## config.mk

```make
export PLATFORM = sky130hd
export DESIGN_NAME = fir_ctrl_param
export DESIGN_NICKNAME = d
export VERILOG_FILES = /design/src/rtl/fir_ctrl_pkg.sv /design/src/rtl/fir_tap_counter.sv /design/src/rtl/fir_ctrl_param.sv
export SDC_FILE = /design/constraint.sdc
export NUM_CORES = 1
export LEC_CHECK = 0
export BUFFER_PORTS_ARGS = -buffer_cell sky130_fd_sc_hd__buf_2
export CAP_MARGIN = 10
export CORE_MARGIN = 1
export CORE_UTILIZATION = 52
export CTS_CLUSTER_DIAMETER = 120
export DETAILED_ROUTE_END_ITERATION = 8
export GPL_TIMING_DRIVEN = 1
export PLACE_DENSITY = 0.85
export SETUP_SLACK_MARGIN = 0.2
export SYNTH_ARGS = -nofsm -noshare
export SYNTH_HDL_FRONTEND = slang
export SYNTH_SLANG_ARGS = --single-unit
```

## constraint.sdc

```tcl
create_clock -name clk -period 2.3 [get_ports clk]
set_input_delay 0.23 -clock clk [delete_from_list [all_inputs] [get_ports clk]]
set_output_delay 0.23 -clock clk [all_outputs]
set_load 0.02 [all_outputs]
```

## src/rtl/fir_ctrl_pkg.sv

```systemverilog
// fir_ctrl_pkg: opcode/state enums and register-map helpers for the N-tap FIR controller.
package fir_ctrl_pkg;
    localparam int IDX_W = 3;
    typedef enum logic [2:0] {
        NOP = 3'd0, COPY = 3'd1, LOADONE = 3'd2, LOADTWO = 3'd3, ADD = 3'd4, SUB = 3'd5, MUL = 3'd6
    } op_t;
    typedef enum logic [3:0] {
        S_IDLE, S_STORE, S_ZERO, S_SHIFT, S_MUL, S_ACC, S_LOAD, S_LWAIT, S_ERR
    } state_t;
    function automatic int reg_new(input int n);
        return n + 1;
    endfunction
    // Coefficient register of tap 1; tap k lives at reg_coef(n) + k - 1.
    function automatic int reg_coef(input int n);
        return n + 2;
    endfunction
    function automatic int reg_tmp(input int n);
        return 2 * n + 2;
    endfunction
endpackage

```

## src/rtl/fir_tap_counter.sv

```systemverilog
// fir_tap_counter: loadable up/down tap index with terminal flags for idx==N and idx==1.
module fir_tap_counter
    import fir_ctrl_pkg::*;
#(
    parameter int NUM_TAPS = 4
) (
    input  logic             clk,
    input  logic             n_reset,
    input  logic             load,
    input  logic [IDX_W-1:0] load_val,
    input  logic             inc,
    input  logic             dec,
    output logic [IDX_W-1:0] idx,
    output logic             at_max,
    output logic             at_one
);
    always_ff @(posedge clk or negedge n_reset) begin
        if (!n_reset) idx <= '0;
        else if (load) idx <= load_val;
        else if (inc) idx <= idx + IDX_W'(1);
        else if (dec) idx <= idx - IDX_W'(1);
    end
    assign at_max = idx == IDX_W'(NUM_TAPS);
    assign at_one = idx == IDX_W'(1);
endmodule

```

## src/rtl/fir_ctrl_param.sv

```systemverilog
// fir_ctrl_param: sequencer for the shared regfile/ALU N-tap FIR datapath.
// Define FIR_CTRL_ERR_STICKY_EN to make err a sticky flag cleared by a full coefficient reload.
module fir_ctrl_param
    import fir_ctrl_pkg::*;
#(
    parameter int                  NUM_TAPS  = 4,
    parameter int                  REG_W     = 4,
    parameter logic [NUM_TAPS-1:0] SIGN_MASK = 4'b0101
) (
    input  logic             clk,
    input  logic             n_reset,
    input  logic             dr,
    input  logic             lc,
    input  logic             overflow,
    output logic             cnt_up,
    output logic             clear,
    output logic             modwait,
    output op_t              op,
    output logic [REG_W-1:0] src1,
    output logic [REG_W-1:0] src2,
    output logic [REG_W-1:0] dest,
    output logic             err
);
    localparam logic [REG_W-1:0] R_NEW  = REG_W'(reg_new(NUM_TAPS));
    localparam logic [REG_W-1:0] R_COEF = REG_W'(reg_coef(NUM_TAPS));
    localparam logic [REG_W-1:0] R_TMP  = REG_W'(reg_tmp(NUM_TAPS));
    state_t           state;
    logic [IDX_W-1:0] idx;
    logic             at_max, at_one, at_last, cnt_load, cnt_inc, cnt_dec;
    logic [REG_W-1:0] idx_r;
    logic [7:0]       mask;
    assign at_last  = idx == IDX_W'(NUM_TAPS - 1);
    assign idx_r    = REG_W'(idx);
    assign mask     = 8'(SIGN_MASK);
    assign cnt_load = state == S_ZERO || (lc && (state == S_IDLE || state == S_ERR));
    assign cnt_inc  = (state == S_SHIFT && !at_max) || (state == S_LOAD && !at_last);
    assign cnt_dec  = state == S_ACC && !overflow && !at_one;
    fir_tap_counter #(.NUM_TAPS(NUM_TAPS)) u_cnt (
        .clk      (clk),
        .n_reset  (n_reset),
        .load     (cnt_load),
        .load_val (IDX_W'(state == S_ZERO)),
        .inc      (cnt_inc),
        .dec      (cnt_dec),
        .idx      (idx),
        .at_max   (at_max),
        .at_one   (at_one)
    );
    // modwait deliberately lags the state by one cycle.
    always_ff @(posedge clk or negedge n_reset) begin
        if (!n_reset) begin
            state   <= S_IDLE;
            modwait <= 1'b0;
        end else begin
            modwait <= !(state inside {S_IDLE, S_LWAIT, S_ERR});
            case (state)
                S_IDLE:  state <= lc ? S_LOAD : (dr ? S_STORE : S_IDLE);
                S_STORE: state <= dr ? S_ZERO : S_ERR;
                S_ZERO:  state <= S_SHIFT;
                S_SHIFT: state <= at_max ? S_MUL : S_SHIFT;
                S_MUL:   state <= S_ACC;
                S_ACC:   state <= overflow ? S_ERR : (at_one ? S_IDLE : S_MUL);
                S_LOAD:  state <= at_last ? S_IDLE : S_LWAIT;
                S_LWAIT: state <= lc ? S_LOAD : S_LWAIT;
                S_ERR:   state <= lc ? S_LOAD : (dr ? S_STORE : S_ERR);
                default: state <= S_IDLE;
            endcase
        end
    end
    always_comb begin
        op     = NOP;
        src1   = '0;
        src2   = '0;
        dest   = '0;
        cnt_up = 1'b0;
        clear  = 1'b0;
        case (state)
            S_STORE: begin op = LOADONE; dest = R_NEW; end
            S_ZERO:  begin op = SUB; cnt_up = 1'b1; end
            S_SHIFT: begin op = COPY; src1 = idx_r + REG_W'(1); dest = idx_r; end
            S_MUL:   begin op = MUL; src1 = idx_r; src2 = R_NEW + idx_r; dest = R_TMP; end
            S_ACC:   begin op = mask[idx - IDX_W'(1)] ? SUB : ADD; src2 = R_TMP; end
            S_LOAD:  begin op = LOADTWO; dest = R_COEF + idx_r; clear = 1'b1; end
            default: ;
        endcase
    end
`ifdef FIR_CTRL_ERR_STICKY_EN
    logic err_q;
    always_ff @(posedge clk or negedge n_reset) begin
        if (!n_reset) err_q <= 1'b0;
        else if ((state == S_STORE && !dr) || (state == S_ACC && overflow)) err_q <= 1'b1;
        else if (state == S_LOAD && at_last) err_q <= 1'b0;
    end
    assign err = err_q;
`else
    assign err = state == S_ERR;
`endif
endmodule

```

== Word level (Yosys, flattened, before mapping) ==
Memories as Yosys holds them, arrays and structs flattened.
Cells that the tools add are included.

* Add/sub/neg operators: 5
* Multipliers: 0
* Divide/modulo/power cells: 0
* Magnitude comparators: 1
* Equal/unequal tests: 11
* Shift-type cells: 0
* Multiplexer cells: 22
* Bitwise gates (word level): 0
* Reductions and logical operators: 16

{| class="wikitable"
|+ Operators with widths
! kind !! count
|-
| 4-bit one-hot mux with 9 select lines || 1
|-
| 3-bit 2-to-1 mux || 7
|-
| 3-bit one-hot mux with 6 select lines || 1
|-
| 4-bit by 3-bit equality test with 1-bit output, second input constant || 4
|-
| 4-bit 2-to-1 mux || 4
|-
| 4-bit one-hot mux with 2 select lines || 2
|-
| 4-bit one-hot mux with 4 select lines || 1
|-
| 3-bit by 3-bit adder with 4-bit output, first input constant || 2
|-
| 4-bit by 2-bit equality test with 1-bit output, second input constant || 2
|-
| 1-bit 2-to-1 mux || 6
|-
| 3-bit nonzero test || 2
|-
| 1-bit logical AND || 5
|-
| 1-bit logical NOT || 5
|-
| 3-bit by 1-bit adder with 4-bit output, second input constant || 1
|-
| 4-bit by 1-bit equality test with 1-bit output, second input constant || 1
|-
| 4-bit equality test, second input constant || 1
|-
| 4-bit logical NOT || 1
|-
| 3-bit by 4-bit less-than comparator with 1-bit output, second input constant || 1
|-
| 3-bit by 1-bit adder with 3-bit output, second input constant || 1
|-
| 3-bit by 1-bit equality test with 1-bit output, second input constant || 1
|-
| 3-bit by 2-bit equality test with 1-bit output, second input constant || 1
|-
| 3-bit equality test, second input constant || 1
|-
| 1-bit logical OR || 3
|-
| 3-bit by 1-bit subtractor with 3-bit output, second input constant || 1
|}

* Register bits: 8
* Latch bits: 0
* RAM bits: 0
* Memory bits (read-only): 8
* Input port bits: 5
* Output and inout port bits: 19
* Logic and storage cells: 59
* Memories kept: 1

{| class="wikitable"
|+ Memory list
! memory !! words !! bits a word !! read ports !! clocked after memory_dff !! wr ports !! RTL line !! RTL
|-
| (name not given) || 8 || 1 || 1 || 0 || 0 || fir_ctrl_param.sv:82 || <nowiki>S_ACC: begin op = mask[idx - IDX_W'(1)] ? SUB : ADD; src2 = R_TMP; end</nowiki>
|}

== Depth between registers and ports, before layout ==
Gate-level depths: netlist of run 1.

* Depth after elaboration: 6
* Gate-level depth with buffers: 7
* Gate-level depth less buffers: 6

== Hierarchy ==
From an unflattened synthesis of run 1, not the netlist that was laid out.

* Cells, all modules: 125
* Area, all modules: 984.7 µm²

{| class="wikitable"
|+ Modules (own cells, without submodules)
! module !! times used !! cells an instance !! area each (µm²) !! sequential area each (µm²)
|-
| fir_ctrl_param || 1 || 100 || 737.0 || 125.1
|-
| fir_tap_counter || 1 || 25 || 247.7 || 75.1
|}

== Worst setup path before layout of run 1 ==
Ideal clock, no wire load.

* Kind: register to output
* From: register state[0]
* To: output port op[2]
* Data arrival time: 1.666 ns
* Required time: 2.070 ns
* Slack: 0.404 ns
* Cell stages (with the launch flop): 4
* Buffers on the path: 1
* Path through: dfrtp_1 > buf_2 > nor4_1 > or2b_1

* Cells in the longest elaborated chain, start to end: 2
* Elaborated cells on any way between the ends: 7
* Classes of those cells: eq/ne: 6; mux: 1

{| class="wikitable"
|+ Ends and longest elaborated chain
! what !! RTL line !! RTL
|-
| from (decl) || fir_ctrl_param.sv:27 || <nowiki>state_t state;</nowiki>
|-
| from (signal assigned) || fir_ctrl_param.sv:57 || <nowiki>S_IDLE: state <= lc ? S_LOAD : (dr ? S_STORE : S_IDLE);</nowiki>
|-
| from (signal assigned) || fir_ctrl_param.sv:58 || <nowiki>S_STORE: state <= dr ? S_ZERO : S_ERR;</nowiki>
|-
| from (signal assigned) || fir_ctrl_param.sv:60 || <nowiki>S_SHIFT: state <= at_max ? S_MUL : S_SHIFT;</nowiki>
|-
| 4-bit by 3-bit equality test with 1-bit output (tied with other cells) || fir_ctrl_param.sv:77 || <nowiki>case (state)</nowiki>
|-
| 3-bit one-hot mux with 6 select lines * || fir_ctrl_param.sv:77 ||
|-
| to (decl) || fir_ctrl_param.sv:18 || <nowiki>output op_t op,</nowiki>
|}

Mark *: on every way between the ends. The rest lies on a longest branch, timed or not.

== Worst setup path after layout of run 1 ==
* From: register u_cnt.idx[0]
* To: output port src1[2]

* Cells in the longest elaborated chain, start to end: 2

{| class="wikitable"
|+ Ends and longest elaborated chain
! what !! RTL line !! RTL
|-
| from (decl) || fir_tap_counter.sv:13 || <nowiki>output logic [IDX_W-1:0] idx,</nowiki>
|-
| from (signal assigned) || fir_tap_counter.sv:19 || <nowiki>else if (load) idx <= load_val;</nowiki>
|-
| from (signal assigned) || fir_tap_counter.sv:20 || <nowiki>else if (inc) idx <= idx + IDX_W'(1);</nowiki>
|-
| from (signal assigned) || fir_tap_counter.sv:21 || <nowiki>else if (dec) idx <= idx - IDX_W'(1);</nowiki>
|-
| 3-bit by 1-bit adder with 4-bit output || fir_ctrl_param.sv:80 || <nowiki>S_SHIFT: begin op = COPY; src1 = idx_r + REG_W'(1); dest = idx_r; end</nowiki>
|-
| 4-bit one-hot mux with 2 select lines || fir_ctrl_param.sv:77 ||
|-
| to (decl) || fir_ctrl_param.sv:19 || <nowiki>output logic [REG_W-1:0] src1,</nowiki>
|}

Every way passes these cells.

==> insert_results.sql, run 1 <==
INSERT INTO impl_metrics (metric_group, metric, value, unit) VALUES
('drt', 'drt_first_iter_violations', '66', ''),
('placed_design', 'gpl.final_weighted_congestion', '1.01', ''),
('worst_setup_path', 'critical_path.most_common_cell', 'ha_1', ''),
('worst_setup_path', 'criticalPathCategory', 'reg -> out', ''),
('drt', 'drt_pass1_iterations', '6', ''),
('finish', 'layout.filler_cells', '128', ''),
('timing', 'finalCriticalPeriod', '1.98', 'ns'),
('floorplan', 'top_level_ports', '24', ''),
('worst_setup_path', 'critical_path.reg2reg.startpoint', 'state[0]$_DFF_PN0_', ''),
('drt', 'drc_errors', '0', ''),
('global_routing', 'grt_start_max_net_pins', '17', ''),
('timing', 'holdWs', '0.202', 'ns'),
('timing', 'slew_headroom', '0.716', ''),
('timing', 'rsz0062_at_grt', 'false', ''),
('synth', 'post_synth_num_cell_types', '38', ''),
('drt', 'drt_wl_total', '2.61', 'mm'),
('clock_tree', 'cts_made_buffers', '3', ''),
('pwr', 'total_power', '1.85', 'mW'),
('worst_setup_path', 'cp.required', '2.07', 'ns'),
('finish', 'post-route-util', '0.694', ''),
('synth', 'synth_async_sr_flop_share', '1.00', ''),
('finish', 'num-nets-final', '162', ''),
('worst_hold_path', 'hold_depth', '2', ''),
('synth', 'area_of_the_mapped_netlist', '916', 'µm²'),
('worst_setup_path', 'critical_path.n_buffers_inverters', '2', ''),
('timing', 'ratio_of_final_minimum_period_to_clock_period', '0.859', ''),
('worst_setup_path', 'cp.arrival', '1.75', 'ns'),
('worst_hold_path', 'hp-class', 'in -> reg', ''),
('timing', 'worstMarginPinSlew', '0.424', 'ns'),
('clock_tree', 'max-clock-path-buffers', '2', ''),
('synth', 'syn_nets', '136', ''),
('floorplan', 'num_rows', '14', ''),
('worst_setup_path', 'worst_path_dominant_cell_family', 'adder cells', ''),
('floorplan', 'die_width', '44.0', 'µm'),
('clock_tree', 'clock_sink_count', '8', ''),
('drt', 'vias_per_cell', '6.63', ''),
('global_routing', 'antenna_found_initial', '0', ''),
('worst_setup_path', 'reg2reg_depth', '4', ''),
('worst_setup_path', 'critPathMaxFanout', '12', ''),
('status', 'outcome', 'complete, no violations', ''),
('timing', 'count_of_pins_over_their_slew_limit', '0', ''),
('finish', 'final_layout_size_suffix_gt1_frac', '0.272', ''),
('worst_setup_path', 'timing.critical_path.slowest_cell_delay', '0.49', 'ns'),
('timing', 'hold_viol', '0', ''),
('clock_tree', 'clock_transition_at_the_registers_of_the_reported_paths', '0.06', 'ns'),
('pwr', 'power.leakage', '0.520', 'nW'),
('worst_setup_path', 'timing.critical_path.cells', 'ha_1, ha_1, inv_1, a22oi_1, nor2_1, buf_2', ''),
('drt', 'total_number_of_vias', '1080', ''),
('global_routing', 'first_global_vias', '991', ''),
('clock_tree', 'clock_insertion_delay_worst_skew', '0.25', 'ns'),
('clock_tree', 'clock_tree_root', 'clkbuf_4', ''),
('finish', 'final-instance-count-excl-fill', '163', ''),
('placed_design', 'dp_cell_count', '159', ''),
('global_routing', 'grt.overflow.total', '0', ''),
('floorplan', 'die-height', '44.0', 'µm'),
('floorplan', 'die_outline_area', '1930', 'µm²'),
('floorplan', 'initial_core_util', '0.581', ''),
('global_routing', 'grtUsageTotal', '0.303', ''),
('synth', 'postSynthAreaPerCell', '7.45', 'µm²'),
('synth', 'synth.yosys.seq_area_share', '0.219', ''),
('timing', 'post-route-worst-setup-slack', '0.325', 'ns'),
('timing', 'setup_total_negative_slack', '0', 'ns'),
('finish', 'layout_commonest_cell', 'buf_2', ''),
('synth', 'dominantRegCellSynth', 'dfrtp_1', ''),
('worst_hold_path', 'holdCritStartpoint', 'dr', ''),
('finish', 'insertedDiodeCount', '0', ''),
('clock_tree', 'tritoncts_clock_tree', 'built', ''),
('timing', 'fmax', '0.506', 'GHz'),
('synth', 'synth-seq-cells', '8', ''),
('finish', 'final_cell_mix', 'buf_2 (23), nor2_1 (14), a21oi_1 (9)', ''),
('drt', 'drt.antenna.violating_nets', '0', '');
## worst max-delay path by stage
| stage | depth (start not counted) | start | end |
|---|---|---|---|
| 2_1_floorplan | 3 | state[0]$_DFF_PN0_ | op[2] |
| 3_3_place_gp | 4 | state[0]$_DFF_PN0_ | op[2] |
| 3_5_place_dp | 4 | state[0]$_DFF_PN0_ | op[2] |
| 4_1_cts | 4 | state[0]$_DFF_PN0_ | op[2] |
| 5_1_grt | 6 | state[2]$_DFF_PN0_ | dest[1] |
| 6_report | 6 | u_cnt.idx[0]$_DFFE_PN0P_ | src1[2] |
## kinds of logic (layout without fill, tap and decap cells)
logic type / count (synthesis) / after routing / share of synthesized area
and+or+nand+nor: 55 / 55 / 0.324
DFF: 8 / 8 / 0.219
AOI/OAI and AO/OA: 35 / 35 / 0.260
adders and majority gates: 8 / 8 / 0.109
xor gates and xnor gates: 1 / 1 / 0.00956
buffers and inverters: 16 / 40 / 0.0792
## report_power, final
part / total [mW] / leakage [nW] / internal [mW] / switching (mW)
Clock: 0.107 / 0.0138 / 0.0597 / 0.0472
Sequential: 0.340 / 0.0955 / 0.212 / 0.128
Combinational: 1.40 / 0.411 / 0.518 / 0.884
## state kept, by name, indices dropped and copies added (netlist names)
| register | cells |
|---|---|
| state | 4 |
| u_cnt.idx | 3 |
| modwait | 1 |
## final cells by class
| type | count | area, µm² | area share |
|---|---|---|---|
| clock buffers | 3 | 22.5 | 0.0206 |
| inverters | 6 | 22.5 | 0.0206 |
| multi-input cells | 99 | 649 | 0.593 |
| flip-flops and latches | 8 | 203 | 0.185 |
| well taps | 16 | 20.0 | 0.0183 |
| repair buffers | 31 | 178 | 0.162 |
## metal layers
| metal | share of wire | up-vias | routed length [µm] | GRT usage |
|---|---|---|---|---|
| li1 | - | 503 | - | - |
| met1 | 0.41 | 498 | 1070 | 0.409 |
| met3 | 0.10 | 12 | 268 | 0.0667 |
| met2 | 0.46 | 67 | 1200 | 0.457 |
| met5 | 0 | - | 0 | 0 |
| met4 | 0.028 | 0 | 72 | 0.145 |
## synth_stat cells, types with 2 or more instances
library cell / instances / area share
a211oi_1: 2 / 0.016
nor2b_1: 6 / 0.041
or3_1: 2 / 0.014
nor3_1: 5 / 0.027
clkbuf_1: 6 / 0.025
o21ai_0: 4 / 0.022
a21oi_1: 9 / 0.049
nor4_1: 3 / 0.020
nand3_1: 4 / 0.022
nor2_1: 14 / 0.057
inv_1: 6 / 0.025
nand2_1: 8 / 0.033
a32oi_1: 3 / 0.029
a31oi_1: 7 / 0.048
dfrtp_1: 8 / 0.22
ha_1: 8 / 0.11
o211ai_1: 2 / 0.016
and2_1: 2 / 0.014
o31ai_1: 2 / 0.016
nand2b_1: 3 / 0.020
and3_1: 2 / 0.014
## timing repair
action	in CTS	in global routing
endpoints found under the setup margin	0	3
hold buffers	1	0
resized for setup	0	3
endpoints found under the hold margin	8	0
No activity file was read; power rests on OpenSTA's default activity.
==> inputs of run 2 (changes only) <==
--- a/config.mk
+++ b/config.mk
@@ -5,15 +5,16 @@
 export SDC_FILE = /design/constraint.sdc
 export NUM_CORES = 1
 export LEC_CHECK = 0
-export BUFFER_PORTS_ARGS = -buffer_cell sky130_fd_sc_hd__buf_2
 export CAP_MARGIN = 10
 export CORE_MARGIN = 1
-export CORE_UTILIZATION = 52
+export CORE_UTILIZATION = 60
 export CTS_CLUSTER_DIAMETER = 120
 export DETAILED_ROUTE_END_ITERATION = 8
+export DONT_BUFFER_PORTS = 1
 export GPL_TIMING_DRIVEN = 1
-export PLACE_DENSITY = 0.85
+export PLACE_DENSITY = 0.82
 export SETUP_SLACK_MARGIN = 0.2
+export SLEW_MARGIN = 20
 export SYNTH_ARGS = -nofsm -noshare
 export SYNTH_HDL_FRONTEND = slang
 export SYNTH_SLANG_ARGS = --single-unit
==> constraint.sdc (replaced) <==
create_clock -name clk -period 2.2 [get_ports clk]
set_input_delay 0.22 -clock clk [delete_from_list [all_inputs] [get_ports clk]]
set_output_delay 0.22 -clock clk [all_outputs]
set_load 0.02 [all_outputs]
==> run 2 against run 1 <==
Register-to-register slack worse by 0.09 ns. Global-route usage up 1.3 points. Non-clock buffer count shrank 21. Power shrank 2.3%. Critical path type unchanged.
==> insert_results.sql, run 2 (synthesized netlist as in run 1, its figures left out) <==
INSERT INTO impl_metrics (metric_group, metric, value, unit) VALUES
('status', 'outcome', 'complete, no violations', ''),
('placed_design', 'buffer_ports.inserted', '0', ''),
('clock_tree', 'cts_made_buffers', '3', ''),
('global_routing', 'first_global_vias', '731', ''),
('finish', 'final-instance-count-excl-fill', '141', ''),
('drt', 'drt.antenna.violating_nets', '0', ''),
('pwr', 'pwr-share-clk', '0.060', ''),
('floorplan', 'top_level_ports', '24', ''),
('pwr', 'pwr-share-comb', '0.705', ''),
('finish', 'post-route-util', '0.737', ''),
('worst_setup_path', 'reg2reg_depth', '4', ''),
('global_routing', 'grt.overflow.total', '0', ''),
('worst_setup_path', 'cp.required', '1.98', 'ns'),
('timing', 'setup_viol_count_final', '0', ''),
('floorplan', 'num_rows', '13', ''),
('pwr', 'power-per-cell-area', '1790', 'nW/µm²'),
('timing', 'rsz0062_at_grt', 'false', ''),
('global_routing', 'grt_first_pass_wirelength', '3.37', 'mm'),
('worst_setup_path', 'critPathMaxFanout', '18', ''),
('timing', 'count_of_pins_over_their_slew_limit', '0', ''),
('worst_setup_path', 'cp.arrival', '1.71', 'ns'),
('finish', 'layout_top_registers', 'state (4), u_cnt.idx (3), modwait (1)', ''),
('timing', 'post-route-worst-setup-slack', '0.273', 'ns'),
('placed_design', 'gpl.final_weighted_congestion', '1.05', ''),
('finish', 'insertedDiodeCount', '0', ''),
('floorplan', 'die_outline_area', '1690', 'µm²'),
('timing', 'setup_total_negative_slack', '0', 'ns'),
('floorplan', 'die-height', '41.1', 'µm'),
('drt', 'drt_pass1_iterations', '5', ''),
('worst_hold_path', 'hold_depth', '1', ''),
('finish', 'final_layout_size_suffix_gt1_frac', '0.206', ''),
('placed_design', 'dp_cell_count', '137', ''),
('worst_setup_path', 'criticalPathCategory', 'reg -> out', ''),
('placed_design', 'dp_worst_setup_slack', '0.379', 'ns'),
('finish', 'num-nets-final', '141', ''),
('pwr', 'power.switching_fraction', '0.590', ''),
('global_routing', 'antenna_found_initial', '0', ''),
('drt', 'drt_wl_total', '2.34', 'mm'),
('global_routing', 'grtUsageTotal', '0.315', ''),
('clock_tree', 'clock_tree_root', 'clkbuf_4', ''),
('finish', 'largest_register_ffs', '4', ''),
('timing', 'slew_headroom', '0.663', ''),
('pwr', 'p_int', '741', 'µW'),
('worst_setup_path', 'reg2reg_slack', '0.47', 'ns'),
('worst_hold_path', 'hp-class', 'in -> reg', ''),
('timing', 'worstMarginPinSlew', '0.502', 'ns'),
('timing', 'layout_skew', '0.00345', 'ns'),
('drt', 'drt_first_iter_violations', '39', ''),
('clock_tree', 'max-clock-path-buffers', '2', ''),
('finish', 'layout_commonest_cell', 'nor2_1', ''),
('clock_tree', 'postCtsSetupBuffers', '0', ''),
('pwr', 'share_seq_of_total_power', '0.235', ''),
('job', 'total_of_max_cap_violations', '0', ''),
('timing', 'finalCriticalPeriod', '1.93', 'ns'),
('finish', 'flow.area_growth_from_synthesis', '9.97', '%'),
('clock_tree', 'cts_max_level', '1', ''),
('floorplan', 'design.core.area', '1370', 'µm²'),
('clock_tree', 'clock_insertion_delay_worst_skew', '0.25', 'ns'),
('floorplan', 'initial_core_util', '0.670', ''),
('drt', 'vias_per_cell', '6.71', ''),
('pwr', 'netSwitchingPower', '1.07', 'mW'),
('worst_setup_path', 'worstSetupStartpointType', 'flip-flop', ''),
('drt', 'drc_errors', '0', ''),
('pwr', 'worst_ir_drop_vdd', '1.00', 'mV'),
('pwr', 'power.leakage', '0.416', 'nW'),
('clock_tree', 'clock_sink_count', '8', ''),
('global_routing', 'grt_start_max_net_pins', '22', ''),
('timing', 'hold_viol', '0', ''),
('drt', 'avgRoutedWirePerCell', '16.6', 'µm'),
('clock_tree', 'tritoncts_clock_tree', 'built', ''),
('floorplan', 'die_width', '41.1', 'µm'),
('worst_setup_path', 'worst_setup_path_end_kind', 'output port', ''),
('placed_design', 'detail_placement_hpwl', '1.79', 'mm'),
('finish', 'top_register', 'state', ''),
('timing', 'fmax', '0.519', 'GHz'),
('timing', 'ratio_of_final_minimum_period_to_clock_period', '0.876', ''),
('finish', 'final_cell_mix', 'nor2_1 (10), buf_4 (9), nand2_1 (8), ha_1 (8)', ''),
('clock_tree', 'clock_transition_at_the_registers_of_the_reported_paths', '0.05', 'ns'),
('drt', 'total_number_of_vias', '946', '');
## run 2: changes by cell type in the layout (fill, tap and decap cells not counted), sizes merged
cell  previous run  this run
buf             30         9
## run 2: repair_timing
item	in CTS	in global routing
gates resized for setup	4	6
pin swaps	0	0
hold buffers	1	0
setup endpoints to repair	5	6
endpoints found under the hold margin	8	0
## run 2: routing by layer
layer  vias to the layer above  global-route usage  part of all wire
met5                         -                   0                 0
met4                         0              0.0583                 0
met3                         0              0.0978              0.11
met2                        62               0.465              0.46
met1                       429               0.446              0.43
li1                        455                   -                 -
## run 2: final cells by class
cell class | instances | area, µm²
Multi-Input combinational cell | 99 | 661
Fill cell | 108 | 359
Sequential cell | 8 | 205
Timing Repair Buffer | 10 | 77.6
Clock buffer | 3 | 22.5
Inverter | 6 | 22.5
Tap cell | 15 | 18.8
## run 2: worst max-delay path: stages, from the launching register on
cell	delay [ns]
dfrtp_2	0.55
inv_1	0.17
nor4_1	0.46
or2b_1	0.27
## run 2: power groups by stage
stage | Combinational (mW) | Sequential, mW | Clock (mW)
after floorplan | 1.10 | 0.265 | 0
after global placement | 1.20 | 0.407 | 0
after detailed placement | 1.22 | 0.411 | 0
after CTS | 1.24 | 0.412 | 0.115
after global routing | 1.41 | 0.439 | 0.122
final | 1.27 | 0.425 | 0.108
## run 2: path summary, 6_finish.rpt
kind | startpoint | to
max | state[1]$_DFF_PN0_ | op[2]
min | dr | state[3]$_DFF_PN0_
max reg2reg | state[1]$_DFF_PN0_ | u_cnt.idx[1]$_DFFE_PN0P_
min reg2reg | state[3]$_DFF_PN0_ | state[1]$_DFF_PN0_
max in group asynchronous | n_reset | state[0]$_DFF_PN0_
min in group asynchronous | n_reset | u_cnt.idx[2]$_DFFE_PN0P_
## run 2: stage by stage
stage	power [mW]	hold WS (ns)	area (µm²)
finish	1.81	0.0679	1010
global route	1.97	0.0559	1010
CTS	1.77	0.0599	993
detailed placement	1.63	-0.0755	952
global placement	1.60	-0.0754	952
floorplan	1.36	-0.0756	916
